<file path="src/rtl/ahb_gpio_port.sv">
// ahb_gpio_port: 32-bit AHB-Lite GPIO slave, zero wait states, always OKAY.
//
// Register map (byte offset, only HADDR[4:2] decoded):
//   0x00 DATA_IN  RO    synchronised pad input
//   0x04 DATA_OUT RW    drives GPIO_OUT
//   0x08 OE       RW    drives GPIO_OE
//   0x0C IE       RW    interrupt enables
//   0x10 IP       R/W1C rising-edge interrupt pending
//   0x14 OUT_SET  WO    DATA_OUT |= wdata  (GPIO_ATOMIC_SET_CLR_EN only)
//   0x18 OUT_CLR  WO    DATA_OUT &= ~wdata (GPIO_ATOMIC_SET_CLR_EN only)
//   0x1C OUT_TGL  WO    DATA_OUT ^= wdata  (GPIO_ATOMIC_SET_CLR_EN only)
//
// Ports:
//   HCLK, HRESET              clock, synchronous active-high reset
//   HSEL..HWDATA              AHB-Lite slave inputs
//   HRDATA, HREADYOUT, HRESP  AHB-Lite slave outputs
//   GPIO_OUT, GPIO_OE         pad output value / output enables
//   GPIO_IN                   pad input (asynchronous to HCLK)
//   IRQ                       level interrupt, |(IP & IE)
//
// Optional feature macro: GPIO_ATOMIC_SET_CLR_EN. When undefined, offsets
// 0x14-0x1C are unmapped (writes ignored, reads return 0).

module ahb_gpio_port (
  input  logic        HCLK,
  input  logic        HRESET,
  input  logic        HSEL,
  input  logic [31:0] HADDR,
  input  logic [1:0]  HTRANS,
  input  logic        HWRITE,
  input  logic [2:0]  HSIZE,
  input  logic        HREADY,
  input  logic [31:0] HWDATA,
  output logic [31:0] HRDATA,
  output logic        HREADYOUT,
  output logic        HRESP,
  output logic [31:0] GPIO_OUT,
  output logic [31:0] GPIO_OE,
  input  logic [31:0] GPIO_IN,
  output logic        IRQ
);

  localparam logic [2:0] AddrDataIn  = 3'd0;
  localparam logic [2:0] AddrDataOut = 3'd1;
  localparam logic [2:0] AddrOe      = 3'd2;
  localparam logic [2:0] AddrIe      = 3'd3;
  localparam logic [2:0] AddrIp      = 3'd4;
`ifdef GPIO_ATOMIC_SET_CLR_EN
  localparam logic [2:0] AddrOutSet  = 3'd5;
  localparam logic [2:0] AddrOutClr  = 3'd6;
  localparam logic [2:0] AddrOutTgl  = 3'd7;
`endif

  // Data-phase pipeline registers.
  logic        dp_valid_q, dp_write_q;
  logic [2:0]  dp_addr_q;

  // Register file.
  logic [31:0] data_out_q, data_out_d;
  logic [31:0] oe_q, oe_d;
  logic [31:0] ie_q, ie_d;
  logic [31:0] ip_q, ip_d;

  // Input synchroniser and edge detector.
  logic [31:0] s1_q, s2_q, prev_q;
  logic [31:0] rise;

  // Counts the first three edges after reset so a pad that is already high
  // at reset release does not look like a rising edge.
  logic [1:0]  prime_cnt_q, prime_cnt_d;
  logic        prime_done;

  logic        addr_valid;
  logic        wr_en;
  logic [31:0] ip_clr;

  assign addr_valid = HSEL & HREADY & HTRANS[1] & (HSIZE == 3'b010);
  assign wr_en      = dp_valid_q & dp_write_q;
  assign rise       = s2_q & ~prev_q;
  assign prime_done = (prime_cnt_q == 2'd3);

  always_comb begin
    data_out_d = data_out_q;
    oe_d       = oe_q;
    ie_d       = ie_q;
    ip_clr     = '0;
    if (wr_en) begin
      case (dp_addr_q)
        AddrDataOut: data_out_d = HWDATA;
        AddrOe:      oe_d       = HWDATA;
        AddrIe:      ie_d       = HWDATA;
        AddrIp:      ip_clr     = HWDATA;
`ifdef GPIO_ATOMIC_SET_CLR_EN
        AddrOutSet:  data_out_d = data_out_q | HWDATA;
        AddrOutClr:  data_out_d = data_out_q & ~HWDATA;
        AddrOutTgl:  data_out_d = data_out_q ^ HWDATA;
`endif
        default: ;
      endcase
    end
    // Set after clear so a simultaneous edge wins over a W1C.
    ip_d        = (ip_q & ~ip_clr) | (prime_done ? rise : 32'h0);
    prime_cnt_d = prime_done ? prime_cnt_q : prime_cnt_q + 2'd1;
  end

  always_ff @(posedge HCLK) begin
    if (HRESET) begin
      dp_valid_q  <= 1'b0;
      dp_write_q  <= 1'b0;
      dp_addr_q   <= '0;
      data_out_q  <= '0;
      oe_q        <= '0;
      ie_q        <= '0;
      ip_q        <= '0;
      s1_q        <= '0;
      s2_q        <= '0;
      prev_q      <= '0;
      prime_cnt_q <= '0;
    end else begin
      // Valid drops whenever no qualifying address phase is seen.
      dp_valid_q  <= addr_valid;
      dp_write_q  <= HWRITE;
      dp_addr_q   <= HADDR[4:2];
      data_out_q  <= data_out_d;
      oe_q        <= oe_d;
      ie_q        <= ie_d;
      ip_q        <= ip_d;
      s1_q        <= GPIO_IN;
      s2_q        <= s1_q;
      prev_q      <= s2_q;
      prime_cnt_q <= prime_cnt_d;
    end
  end

  always_comb begin
    HRDATA = '0;
    if (dp_valid_q && !dp_write_q) begin
      case (dp_addr_q)
        AddrDataIn:  HRDATA = s2_q;
        AddrDataOut: HRDATA = data_out_q;
        AddrOe:      HRDATA = oe_q;
        AddrIe:      HRDATA = ie_q;
        AddrIp:      HRDATA = ip_q;
        default:     HRDATA = '0;
      endcase
    end
  end

  assign HREADYOUT = 1'b1;
  assign HRESP     = 1'b0;
  assign GPIO_OUT  = data_out_q;
  assign GPIO_OE   = oe_q;
  assign IRQ       = |(ip_q & ie_q);

  logic unused_bits;
  assign unused_bits = ^{HADDR[31:5], HADDR[1:0], HTRANS[0]};

endmodule

</file>
<file path="config.mk">
export PLATFORM = sky130hd
export DESIGN_NAME = ahb_gpio_port
export DESIGN_NICKNAME = d
export VERILOG_FILES = /design/src/rtl/ahb_gpio_port.sv
export SDC_FILE = /design/constraint.sdc
export NUM_CORES = 1
export LEC_CHECK = 0
export BUFFER_PORTS_ARGS = -buffer_cell sky130_fd_sc_hd__clkbuf_2
export CORE_UTILIZATION = 40
export CTS_CLUSTER_SIZE = 8
export DETAILED_ROUTE_END_ITERATION = 10
export SETUP_SLACK_MARGIN = 0.2
export SLEW_MARGIN = 5
export SYNTH_ARGS = -nofsm -noshare
export SYNTH_HDL_FRONTEND = slang
export SYNTH_SLANG_ARGS = --single-unit
export TNS_END_PERCENT = 1
</file>
<file path="constraint.sdc">
create_clock -name HCLK -period 1.4 [get_ports HCLK]
set_input_delay 0.07 -clock HCLK [delete_from_list [all_inputs] [get_ports HCLK]]
set_output_delay 0.07 -clock HCLK [all_outputs]
set_load 0.01 [all_outputs]
</file>
* Word-level counts from Yosys, hierarchy flattened
Index checks and enable logic that the tools add are counted.
Word-level totals: logic and storage cells 40, bits of input ports 106, register bits after elaboration 231
Cells by class: eq/ne operators 6, muxes and demuxes 5, bitwise operators 10, add/sub/neg operators 1, reduce and logical (&&, ||, !) cells 7
Operators with widths (number):
- 32-bit one-hot mux with 5 select lines | 1
- 32-bit two-way mux | 4
- 32-bit bitwise AND | 3
- 32-bit NOT | 2
- 32-bit OR | 1
- 32-bit OR reduction | 1
- 3-bit by 2-bit equality test with 1-bit output (second input constant) | 3
- 2-bit AND reduction | 3
- 1-bit bitwise AND | 4
- 3-bit by 1-bit equality test with 1-bit output (second input constant) | 1
- 3-bit equality test (second input constant) | 1
- 3-bit logical NOT | 1
- 2-bit by 1-bit adder with 2-bit output (second input constant) | 1
- 2-bit equality test (second input constant) | 1
- 1-bit logical AND | 1
- 1-bit logical NOT | 1

* Longest topological paths before layout
Gate-level depths: netlist of the first run.
depth in word-level cells 6, mapped depth 6

* Worst setup path before layout of the first run
No wires, ideal clock.
path type register to output, start point register dp_addr_q[0], end point output HRDATA[30], path slack 86 ps, arrival time 1244 ps, required time 1330 ps, path buffers 2, cell stages (with the launch flop) 6, cell sequence dfxtp_1 -> buf_6 -> nand2b_1 -> buf_2 -> or3b_1 -> a31oi_1
Between the ends: cells in the longest elaborated chain, start to end 3, elaborated cells between the ends (all ways) 7
Ends and longest elaborated chain:
- from (decl) | RTL line 56 | logic [2:0] dp_addr_q;
- from (signal assigned) | RTL line 123 | dp_addr_q <= HADDR[4:2];
- 3-bit equality test, or another cell as far along | RTL line 138 | case (dp_addr_q)
- 32-bit one-hot mux with 5 select lines (*) | RTL line 138
- 32-bit two-way mux (*) | RTL line 137 | if (dp_valid_q && !dp_write_q) begin
- to (decl) | RTL line 34 | output logic [31:0] HRDATA,
Mark *: on every way between the ends. The rest lies on a longest branch, timed or not.

* Worst setup path after layout of the first run
start point register dp_addr_q[0], end point output HRDATA[5]
Same word-level chain as after synthesis.

==> metrics.log, run 1 <==
INFO  metric ir_worst_vdd = 0.875 mV
INFO  metric cell_internal_power_dissipation = 11.7 mW
INFO  metric overflow = 0
INFO  metric gp_routability_congestion = 0.861
INFO  metric clock_latency_of_the_later_clocked_register_in_the_worst_skew_pair = 0.51 ns
INFO  metric die_y = 155 µm
INFO  metric ys_seq_elements = 231
INFO  metric placement.io_buffers = 172
INFO  metric coreArea = 22700 µm²
INFO  metric finalClockSkew = 0.0214 ns
INFO  metric final-seq-area = 4630 µm²
INFO  metric grt_resource_usage_total = 0.273
INFO  metric avgSynthCellArea = 9.09 µm²
INFO  metric die_footprint = 23900 µm²
INFO  metric drv_slew = 0
INFO  metric mostFrequentLayoutCells = dfxtp_1 (225), clkbuf_2 (145), a21oi_1 (121), buf_4 (101), nor2b_1 (100)
INFO  metric critPathKind = register to primary output
INFO  metric detail_route.wl_per_cell = 20.4 µm
INFO  metric cts_buffer_depth = 3
INFO  metric vias_after_detailed_routing = 9168
INFO  metric cts_made_buffers = 34
INFO  metric power_frac_seq = 0.445
INFO  metric routed_via_density = 5.58
INFO  metric power.switching_fraction = 0.236
INFO  metric area_growth = 49.1%
INFO  metric slew-limit-headroom = 0.357
INFO  metric timing_worst_slew_pin_value = 0.965 ns
INFO  metric power.switching = 3.62 mW
INFO  metric finalHoldViolCount = 0
INFO  metric first_global_vias = 9076
INFO  metric critical_path_fanouts_max = 5
INFO  metric post-route-worst-setup-slack = -0.647 ns
INFO  metric drt_pre_antenna_iters = 5
INFO  metric cts_tree = done
INFO  metric fillers = 1925
INFO  metric mostFrequentLayoutCell = dfxtp_1
INFO  metric crit_path_end_kind = primary output
INFO  metric clock_tree.root_cell = clkbuf_16
INFO  metric ys_types = 37
INFO  metric clk_pin_slew = 0.05 ns
INFO  metric synth_sequential_area_ratio = 0.497
INFO  metric clock_network_power_share = 0.463
INFO  metric hold_class = input port to register
INFO  metric wirelength = 33.4 mm
INFO  metric fp.dieW = 155 µm
INFO  metric ioPinCount = 205
INFO  metric cp_data_required_time = 1.33 ns
INFO  metric floorplan.initialDensity = 0.410
INFO  metric dp_hpwl = 20.7 mm
INFO  metric route.antenna.remaining_nets = 0
INFO  metric drt-initial-drc-count = 622
INFO  metric timing.final.crit_share = 1.46
INFO  metric clock_tree.htree_level_count = 2
INFO  metric antenna_cells_inserted = 0
INFO  metric leakage = 5.39 nW
INFO  metric setup.worst_path.start_class = register
INFO  metric clock_sinks = 231
INFO  metric finalSetupTns = -24.18 ns
INFO  metric final_period_minus_worst_setup_slack = 2.05 ns
INFO  metric max_freq = 489 MHz
INFO  metric grt_max_degree = 47
INFO  metric multi_input_area = 4660 µm²
INFO  metric grt_pass1_wl = 50.3 mm
INFO  metric total_of_endpoints_with_negative_setup_slack_in_the_final_report = 73
INFO  metric post_synth_instance_area = 9310 µm²
INFO  metric timing.critical_path.arrival = 1.98 ns
INFO  metric combPwrFrac = 0.091
INFO  metric post-route-drc-count = 0
INFO  metric drive_gt1_frac = 0.377
INFO  metric finish.net_count = 1462
INFO  metric power_per_cell_area = 1100 nW/µm²
INFO  metric run_status = finished with violations
INFO  metric synth.net_count = 1131
INFO  metric rows = 55
INFO  metric grt_antenna_before_repair = 0
INFO  metric grt_setup_unrepaired = yes
INFO  metric maxCapViolCount = 0
INFO  metric ys.warnings.count = 0
INFO  metric post-layout-total-power = 15.3 mW
INFO  metric synthCells = 1024
INFO  metric violations = setup timing
==> critical path, cell delays in order (launching register included) <==
cell,delay (ns)
dfxtp_2,0.33
buf_6,0.13
nor3b_4,0.26
buf_6,0.19
clkbuf_16,0.15
a22oi_1,0.08
a21oi_1,0.16
buf_2,0.16
==> metrics by stage <==
stage	instance area, µm²	utilization	std cells	setup WS, ns	hold slack (ns)
finish	13900	0.611	1642	-0.647	0.0136
global route	13900	0.611	1642	-0.714	0.0192
CTS	13400	0.590	1631	-0.635	0.0118
detailed placement	11400	0.501	1510	-0.199	0.282
global placement	11400	0.501	1510	-0.193	0.280
floorplan	9360	-	1024	0.113	0.198
==> area by class of cell <==
cell class | count | share of cell area
inverters | 33 | 0.00892
multi-input cells | 659 | 0.336
clock inverters | 3 | 0.00243
clock buffers | 35 | 0.0616
well taps | 285 | 0.0257
flip-flops and latches | 231 | 0.334
repair buffers | 396 | 0.232
==> layer usage <==
| layer | GRT usage | vias to the layer above | wire [µm] |
|---|---|---|---|
| met3 | 0.0577 | 56 | 2100 |
| li1 | - | 4313 | - |
| met1 | 0.349 | 4458 | 14500 |
| met4 | 0.0820 | 0 | 839 |
| met2 | 0.463 | 341 | 16000 |
| met5 | 0 | - | 0 |
==> worst paths after layout <==
| check | to | startpoint | slack [ns] | cells after the start |
|---|---|---|---|---|
| worst max-delay path | HRDATA[5] | dp_addr_q[0] | -0.65 | 7 |
| worst min-delay path | dp_addr_q[2] | HRESET | 0.01 | 2 |
| worst max register to register | GPIO_OE[5] | dp_addr_q[0] | -0.24 | 7 |
| worst min register to register | s2_q[9] | s1_q[9] | 0.43 | 1 |
==> registers in the layout (all words and copies together), names as in the netlist, 3 cells and up <==
register	cells
GPIO_OE	32
GPIO_OUT	32
ie_q	32
ip_q	32
prev_q	32
s1_q	32
s2_q	32
dp_addr_q	3
==> power groups by stage <==
stage / combinational, mW / clock, mW / sequential [mW]
2_1_floorplan: 0.505 / 0 / 6.91
3_3_place_gp: 1.02 / 0 / 6.94
3_5_place_dp: 1.02 / 0 / 6.94
4_1_cts: 1.29 / 7.24 / 6.82
5_1_grt: 1.48 / 7.52 / 6.83
6_report: 1.40 / 7.10 / 6.82
==> synth_stat cells, drive strengths merged <==
| library cell | n | area share |
|---|---|---|
| mux2 | 32 | 0.039 |
| nand3 | 96 | 0.052 |
| o31ai | 32 | 0.026 |
| nor2 | 2 | 0.00081 |
| buf | 54 | 0.034 |
| and3b | 1 | 0.00094 |
| mux2i | 2 | 0.0022 |
| xor2 | 1 | 0.00094 |
| nand2b | 2 | 0.0013 |
| a21oi | 159 | 0.085 |
| a31oi | 1 | 0.00067 |
| nand3b | 34 | 0.029 |
| or3b | 2 | 0.0019 |
| inv | 33 | 0.013 |
| dfxtp | 231 | 0.50 |
| nor3 | 1 | 0.0011 |
| nand4b | 1 | 0.00094 |
| conb | 2 | 0.00081 |
| nor2b | 101 | 0.068 |
| clkbuf | 47 | 0.019 |
| and2 | 1 | 0.00067 |
| ha | 1 | 0.0013 |
| nand2 | 2 | 0.00081 |
| nand4 | 4 | 0.0027 |
| and4b | 1 | 0.0011 |
| and4 | 1 | 0.00094 |
| nor4b | 1 | 0.00094 |
| nor3b | 2 | 0.0027 |
| a22oi | 78 | 0.063 |
| or3 | 1 | 0.00067 |
| or4 | 1 | 0.00081 |
| o21ai | 97 | 0.052 |
==> cells by family (layout without fill, tap and decap cells) <==
group	Yosys count	after routing	share of synthesized area
simple gates	254	254	0.166
compound gates	367	367	0.227
fa+ha+maj	1	1	0.00134
xor+xnor	1	1	0.000941
mux	34	34	0.0408
buf+inv	134	467	0.0660
flops	231	231	0.497
other cells	2	2	0.000807
==> repair_timing <==
item,in CTS,in global routing
pin swaps,62,56
hold endpoints to repair,160,0
hold buffers,78,0
resized for setup,73,109
endpoints found under the setup margin,161,178
buffers inserted,3,8
cloned,2,3
No activity file was read; power rests on OpenSTA's default activity.
==> inputs of run 2 (changes only) <==
--- a/config.mk
+++ b/config.mk
@@ -7,6 +7,7 @@
 export LEC_CHECK = 0
 export BUFFER_PORTS_ARGS = -buffer_cell sky130_fd_sc_hd__clkbuf_2
 export CORE_UTILIZATION = 40
+export CTS_BUF_LIST = sky130_fd_sc_hd__clkbuf_8 sky130_fd_sc_hd__clkbuf_16
 export CTS_CLUSTER_SIZE = 8
 export DETAILED_ROUTE_END_ITERATION = 10
 export SETUP_SLACK_MARGIN = 0.2
==> metrics.log, run 2 (synthesized netlist as in run 1, its figures left out) <==
INFO  metric run_status = finished with violations
INFO  metric violations = setup timing
INFO  metric clock_latency_of_the_later_clocked_register_in_the_worst_skew_pair = 0.51 ns
INFO  metric clock_network_power_share = 0.463
INFO  metric placed_area = 11400 µm²
INFO  metric timing.critical_path.arrival = 1.99 ns
INFO  metric slew-limit-headroom = 0.204
INFO  metric hold_path_startpoint = HRESET
INFO  metric total_of_endpoints_with_negative_setup_slack_in_the_final_report = 75
INFO  metric cts_buffer_depth = 3
INFO  metric leakage = 5.38 nW
INFO  metric first_global_vias = 9068
INFO  metric setup.worst_path.start_class = register
INFO  metric critical_path.reg2reg.startpoint = dp_addr_q[0]
INFO  metric drt_pre_antenna_iters = 5
INFO  metric regToRegEndpoint = GPIO_OE[5]
INFO  metric maxCapViolCount = 0
INFO  metric floorplan.initialDensity = 0.410
INFO  metric max_freq = 486 MHz
INFO  metric ioPinCount = 205
INFO  metric timing.final.crit_share = 1.47
INFO  metric route.antenna.remaining_nets = 0
INFO  metric whs_path_depth = 2
INFO  metric final_cell_area = 13900 µm²
INFO  metric finalHoldViolCount = 0
INFO  metric area_growth = 48.9%
INFO  metric wirelength = 33.3 mm
INFO  metric antenna_cells_inserted = 0
INFO  metric post-route-drc-count = 0
INFO  metric gp_routability_congestion = 0.861
INFO  metric power_per_cell_area = 1100 nW/µm²
INFO  metric final_period_minus_worst_setup_slack = 2.06 ns
INFO  metric clock_sinks = 231
INFO  metric combPwrFrac = 0.091
INFO  metric finish.net_count = 1461
INFO  metric routed_via_density = 5.58
INFO  metric cell_internal_power_dissipation = 11.7 mW
INFO  metric grt_max_degree = 47
INFO  metric post-layout-total-power = 15.3 mW
INFO  metric timing_worst_slew_pin_value = 1.19 ns
INFO  metric cts_made_buffers = 34
INFO  metric critical_path_fanouts_max = 5
INFO  metric mostFrequentLayoutCells = dfxtp_1 (225), clkbuf_2 (145), a21oi_1 (117), nor2b_1 (100), buf_4 (100)
INFO  metric coreArea = 22700 µm²
INFO  metric drive_gt1_frac = 0.378
INFO  metric crit_path_end_kind = primary output
INFO  metric finalClockSkew = 0.0232 ns
INFO  metric die_y = 155 µm
INFO  metric whs_endpoint = dp_addr_q[2]
INFO  metric clock_tree.htree_level_count = 2
INFO  metric post-route-worst-setup-slack = -0.659 ns
INFO  metric grt_setup_unrepaired = yes
INFO  metric cp_top_family = buffers and inverters
INFO  metric worst_path_cell_trace = buf_6, nor3b_4, buf_6, clkbuf_16, a22oi_1, a21oi_1, buf_2
INFO  metric drt-initial-drc-count = 590
INFO  metric mostFrequentLayoutCell = dfxtp_1
INFO  metric drv_slew = 0
INFO  metric clock_tree.root_cell = clkbuf_16
INFO  metric clk_pin_slew = 0.05 ns
INFO  metric cp_slowest_cell = dfxtp_2
INFO  metric critPathKind = register to primary output
INFO  metric timing.critical_path.buf_inv = 4
INFO  metric cp_slowest_stage_delay = 0.33 ns
INFO  metric placement.io_buffers = 172
INFO  metric power_frac_seq = 0.446
INFO  metric hold_class = input port to register
INFO  metric rrSetupSlack = -0.25 ns
INFO  metric overflow = 0
INFO  metric cp_data_required_time = 1.33 ns
INFO  metric worst-r2r-cell-count = 7
INFO  metric ir_worst_vdd = 0.883 mV
INFO  metric grt_antenna_before_repair = 0
INFO  metric fp.dieW = 155 µm
INFO  metric rows = 55
INFO  metric grt_resource_usage_total = 0.272
INFO  metric crit_top_cell = buf_6
INFO  metric grt_pass1_wl = 50.2 mm
INFO  metric cts_tree = done
INFO  metric dp_hpwl = 20.7 mm
INFO  metric die_footprint = 23900 µm²
INFO  metric power.switching_fraction = 0.236
INFO  metric vias_after_detailed_routing = 9155
INFO  metric power.switching = 3.61 mW
INFO  metric detail_route.wl_per_cell = 20.3 µm
==> run 2: stage by stage <==
step                      worst slack, ns  hold WS [ns]   util  TNS, ns  instances
final                              -0.659        0.0243  0.611   -24.89       1641
after global routing               -0.709        0.0127  0.611   -30.26       1641
after CTS                          -0.635       0.00869  0.590   -23.45       1630
after global placement             -0.193         0.280  0.501    -6.94       1510
after floorplan                     0.113         0.198      -        0       1024
after detailed placement           -0.199         0.282  0.501    -7.33       1510
==> run 2: layout make-up <==
| type | instances | area (µm²) |
|---|---|---|
| Clock buffer | 34 | 851 |
| Clock inverter | 4 | 37.5 |
| Fill cell | 1922 | 8840 |
| Inverter | 33 | 124 |
| Multi-Input combinational cell | 659 | 4660 |
| Sequential cell | 231 | 4630 |
| Tap cell | 285 | 357 |
| Timing Repair Buffer | 395 | 3200 |
==> run 2: metal layers <==
metal | share of wire | GRT usage
met1 | 0.43 | 0.345
met2 | 0.47 | 0.458
met3 | 0.065 | 0.0605
met4 | 0.029 | 0.0868
met5 | 0 | 0
==> run 2: worst max path at each step <==
stage	from	to	slack, ns	cells after the start
2_1_floorplan	dp_addr_q[0]	HRDATA[30]	0.11	5
3_5_place_dp	dp_addr_q[1]	HRDATA[8]	-0.20	6
4_1_cts	dp_addr_q[1]	HRDATA[5]	-0.64	7
5_1_grt	dp_addr_q[1]	HRDATA[16]	-0.71	7
6_report	dp_addr_q[0]	HRDATA[5]	-0.66	7
3_3_place_gp	dp_addr_q[2]	HRDATA[5]	-0.19	7
==> run 2: power by group through the flow <==
stage	combinational (mW)	sequential, mW	clock, mW
after global routing	1.47	6.83	7.52
after CTS	1.28	6.82	7.23
after global placement	1.02	6.94	0
after floorplan	0.505	6.91	0
after detailed placement	1.02	6.94	0
final	1.39	6.82	7.09
==> run 2: timing repair <==
action                                 4_1_cts  5_1_grt
endpoints found under the hold margin      160        0
hold buffers                                77        0
setup endpoints to repair                  161      172
resized for setup                           73      112
pin swaps                                   62       55
buffers inserted                             3        8
gates cloned                                 2        3
==> inputs of run 3 (changes only) <==
--- a/config.mk
+++ b/config.mk
@@ -10,6 +10,8 @@
 export CTS_BUF_LIST = sky130_fd_sc_hd__clkbuf_8 sky130_fd_sc_hd__clkbuf_16
 export CTS_CLUSTER_SIZE = 8
 export DETAILED_ROUTE_END_ITERATION = 10
+export HOLD_SLACK_MARGIN = 0.12
+export RECOVER_POWER = 100
 export SETUP_SLACK_MARGIN = 0.2
 export SLEW_MARGIN = 5
 export SYNTH_ARGS = -nofsm -noshare
==> metrics.log, run 3 (synthesized netlist as in run 1, its figures left out) <==
INFO  metric drv_slew = 0
INFO  metric drive_gt1_frac = 0.323
INFO  metric setup.worst_path.start_class = register
INFO  metric routed.top_layer = met4
INFO  metric numPlacedInstances = 1510
INFO  metric grt_resource_usage_total = 0.270
INFO  metric crit_path_end_kind = primary output
INFO  metric detail_route.wl_per_cell = 20.0 µm
INFO  metric whs_path_depth = 3
INFO  metric route.antenna.remaining_nets = 0
INFO  metric hold_path_startpoint = GPIO_IN[3]
INFO  metric rrSetupSlack = -0.23 ns
INFO  metric max_freq = 492 MHz
INFO  metric grt_max_degree = 47
INFO  metric hold_class = input port to register
INFO  metric finalClockSkew = 0.0219 ns
INFO  metric clock_sinks = 231
INFO  metric final-seq-area = 4630 µm²
INFO  metric violations = setup timing
INFO  metric drt_pre_antenna_iters = 5
INFO  metric run_status = finished with violations
INFO  metric timing.critical_path.arrival = 1.96 ns
INFO  metric area_growth = 49.3%
INFO  metric first_global_vias = 9115
INFO  metric post-route-worst-setup-slack = -0.635 ns
INFO  metric clk_pin_slew = 0.05 ns
INFO  metric multi_input_area = 4620 µm²
INFO  metric overflow = 0
INFO  metric hold-worst-slack = 0.312 ns
INFO  metric met1_length = 14.2 mm
INFO  metric fp.dieW = 155 µm
INFO  metric maxCapViolCount = 0
INFO  metric grt_pass1_wl = 49.9 mm
INFO  metric cts_made_buffers = 34
INFO  metric gp_routability_congestion = 0.861
INFO  metric drt-initial-drc-count = 648
INFO  metric clock_latency_of_the_later_clocked_register_in_the_worst_skew_pair = 0.50 ns
INFO  metric cp_slowest_stage_delay = 0.41 ns
INFO  metric critical_path_fanouts_max = 4
INFO  metric vias_after_detailed_routing = 9239
INFO  metric clock_tree.root_cell = clkbuf_16
INFO  metric wirelength = 33.1 mm
INFO  metric timing.final.crit_share = 1.45
INFO  metric finalHoldViolCount = 0
INFO  metric finish.net_count = 1477
INFO  metric final_period_minus_worst_setup_slack = 2.03 ns
INFO  metric power_per_cell_area = 1100 nW/µm²
INFO  metric die_y = 155 µm
INFO  metric regToRegEndpoint = GPIO_OE[5]
INFO  metric post-route-drc-count = 0
INFO  metric finalNonFillerCells = 1657
INFO  metric critPathKind = register to primary output
INFO  metric met3_length = 2.07 mm
INFO  metric dp_hpwl = 20.7 mm
INFO  metric ir_worst_vdd = 0.881 mV
INFO  metric mostFrequentLayoutCells = dfxtp_1 (225), a21oi_1 (119), nor2b_1 (100), buf_4 (97), dlygate4sd3_1 (92)
INFO  metric timing_worst_slew_pin_value = 0.938 ns
INFO  metric grt_setup_unrepaired = yes
INFO  metric die_footprint = 23900 µm²
INFO  metric antenna_cells_inserted = 0
INFO  metric final_cell_area = 13900 µm²
INFO  metric slew-limit-headroom = 0.375
INFO  metric cts_buffer_depth = 3
INFO  metric fillers = 1952
INFO  metric clock_tree.htree_level_count = 2
INFO  metric whs_endpoint = s1_q[3]
INFO  metric cp_data_required_time = 1.33 ns
INFO  metric placed_area = 11400 µm²
INFO  metric worst_path_cell_trace = buf_6, nand2b_2, or3b_4, a31oi_4, buf_2
INFO  metric ioPinCount = 205
INFO  metric total_of_endpoints_with_negative_setup_slack_in_the_final_report = 97
INFO  metric routed_via_density = 5.58
INFO  metric rows = 55
INFO  metric mostFrequentLayoutCell = dfxtp_1
INFO  metric leakage = 5.25 nW
INFO  metric post-layout-total-power = 15.3 mW
INFO  metric floorplan.initialDensity = 0.410
INFO  metric routed-wl-met2 = 15.9 mm
INFO  metric worst-r2r-cell-count = 7
INFO  metric grt_antenna_before_repair = 0
INFO  metric dp_slack = -0.199 ns
INFO  metric cts_tree = done
INFO  metric placement.io_buffers = 172
INFO  metric coreArea = 22700 µm²
INFO  metric critical_path.reg2reg.startpoint = dp_addr_q[0]
INFO  metric cp_slowest_cell = or3b_4
-- run 3: worst max-delay path, delay by kind of cell (launching register included) --
family | cells | cell delay [ns]
buffers and inverters | 2 | 0.29
AO/OA/AOI/OAI | 1 | 0.17
AND/OR/NAND/NOR | 2 | 0.66
flip-flops | 1 | 0.33
-- run 3: report_power, final --
group          internal (mW)  total (mW)  switching, mW
clock network           4.29        7.09           2.79
logic                  0.678        1.41          0.727
registers               6.74        6.82         0.0835
total                   11.7        15.3           3.60
-- run 3: per-stage QoR --
stage	utilization	setup TNS, ns
4_1_cts	0.597	-22.85
6_report	0.612	-25.58
3_5_place_dp	0.501	-7.33
2_1_floorplan	-	0
3_3_place_gp	0.501	-6.94
5_1_grt	0.612	-34.08
-- run 3: how the worst max path moves through the flow --
stage | start | depth (start not counted) | slack, ns | to
detailed placement | dp_addr_q[1] | 6 | -0.20 | HRDATA[8]
global route | dp_addr_q[1] | 7 | -0.70 | HRDATA[2]
floorplan | dp_addr_q[0] | 5 | 0.11 | HRDATA[30]
CTS | dp_addr_q[1] | 7 | -0.64 | HRDATA[5]
finish | dp_addr_q[0] | 5 | -0.63 | HRDATA[30]
global placement | dp_addr_q[2] | 7 | -0.19 | HRDATA[5]
-- run 3: routing by layer --
layer | track usage | vias up
li1 | - | 4344
met1 | 0.342 | 4457
met2 | 0.456 | 371
met3 | 0.0555 | 67
met4 | 0.0891 | 0
met5 | 0 | -
-- run 3: timing repair --
action / CTS / global route
gates cloned: 2 / 3
gates resized for setup: 73 / 112
hold buffers: 93 / 0
setup endpoints to repair: 161 / 162
hold endpoints to repair: 184 / 0
buffers inserted: 3 / 8
pin swaps: 62 / 60
-- run 3: final cells by class --
class,instances,share of cell area
flip-flops and latches,231,0.333
multi-input cells,659,0.332
repair buffers,411,0.236
clock buffers,34,0.0612
well taps,285,0.0256
inverters,33,0.00891
clock inverters,4,0.00270
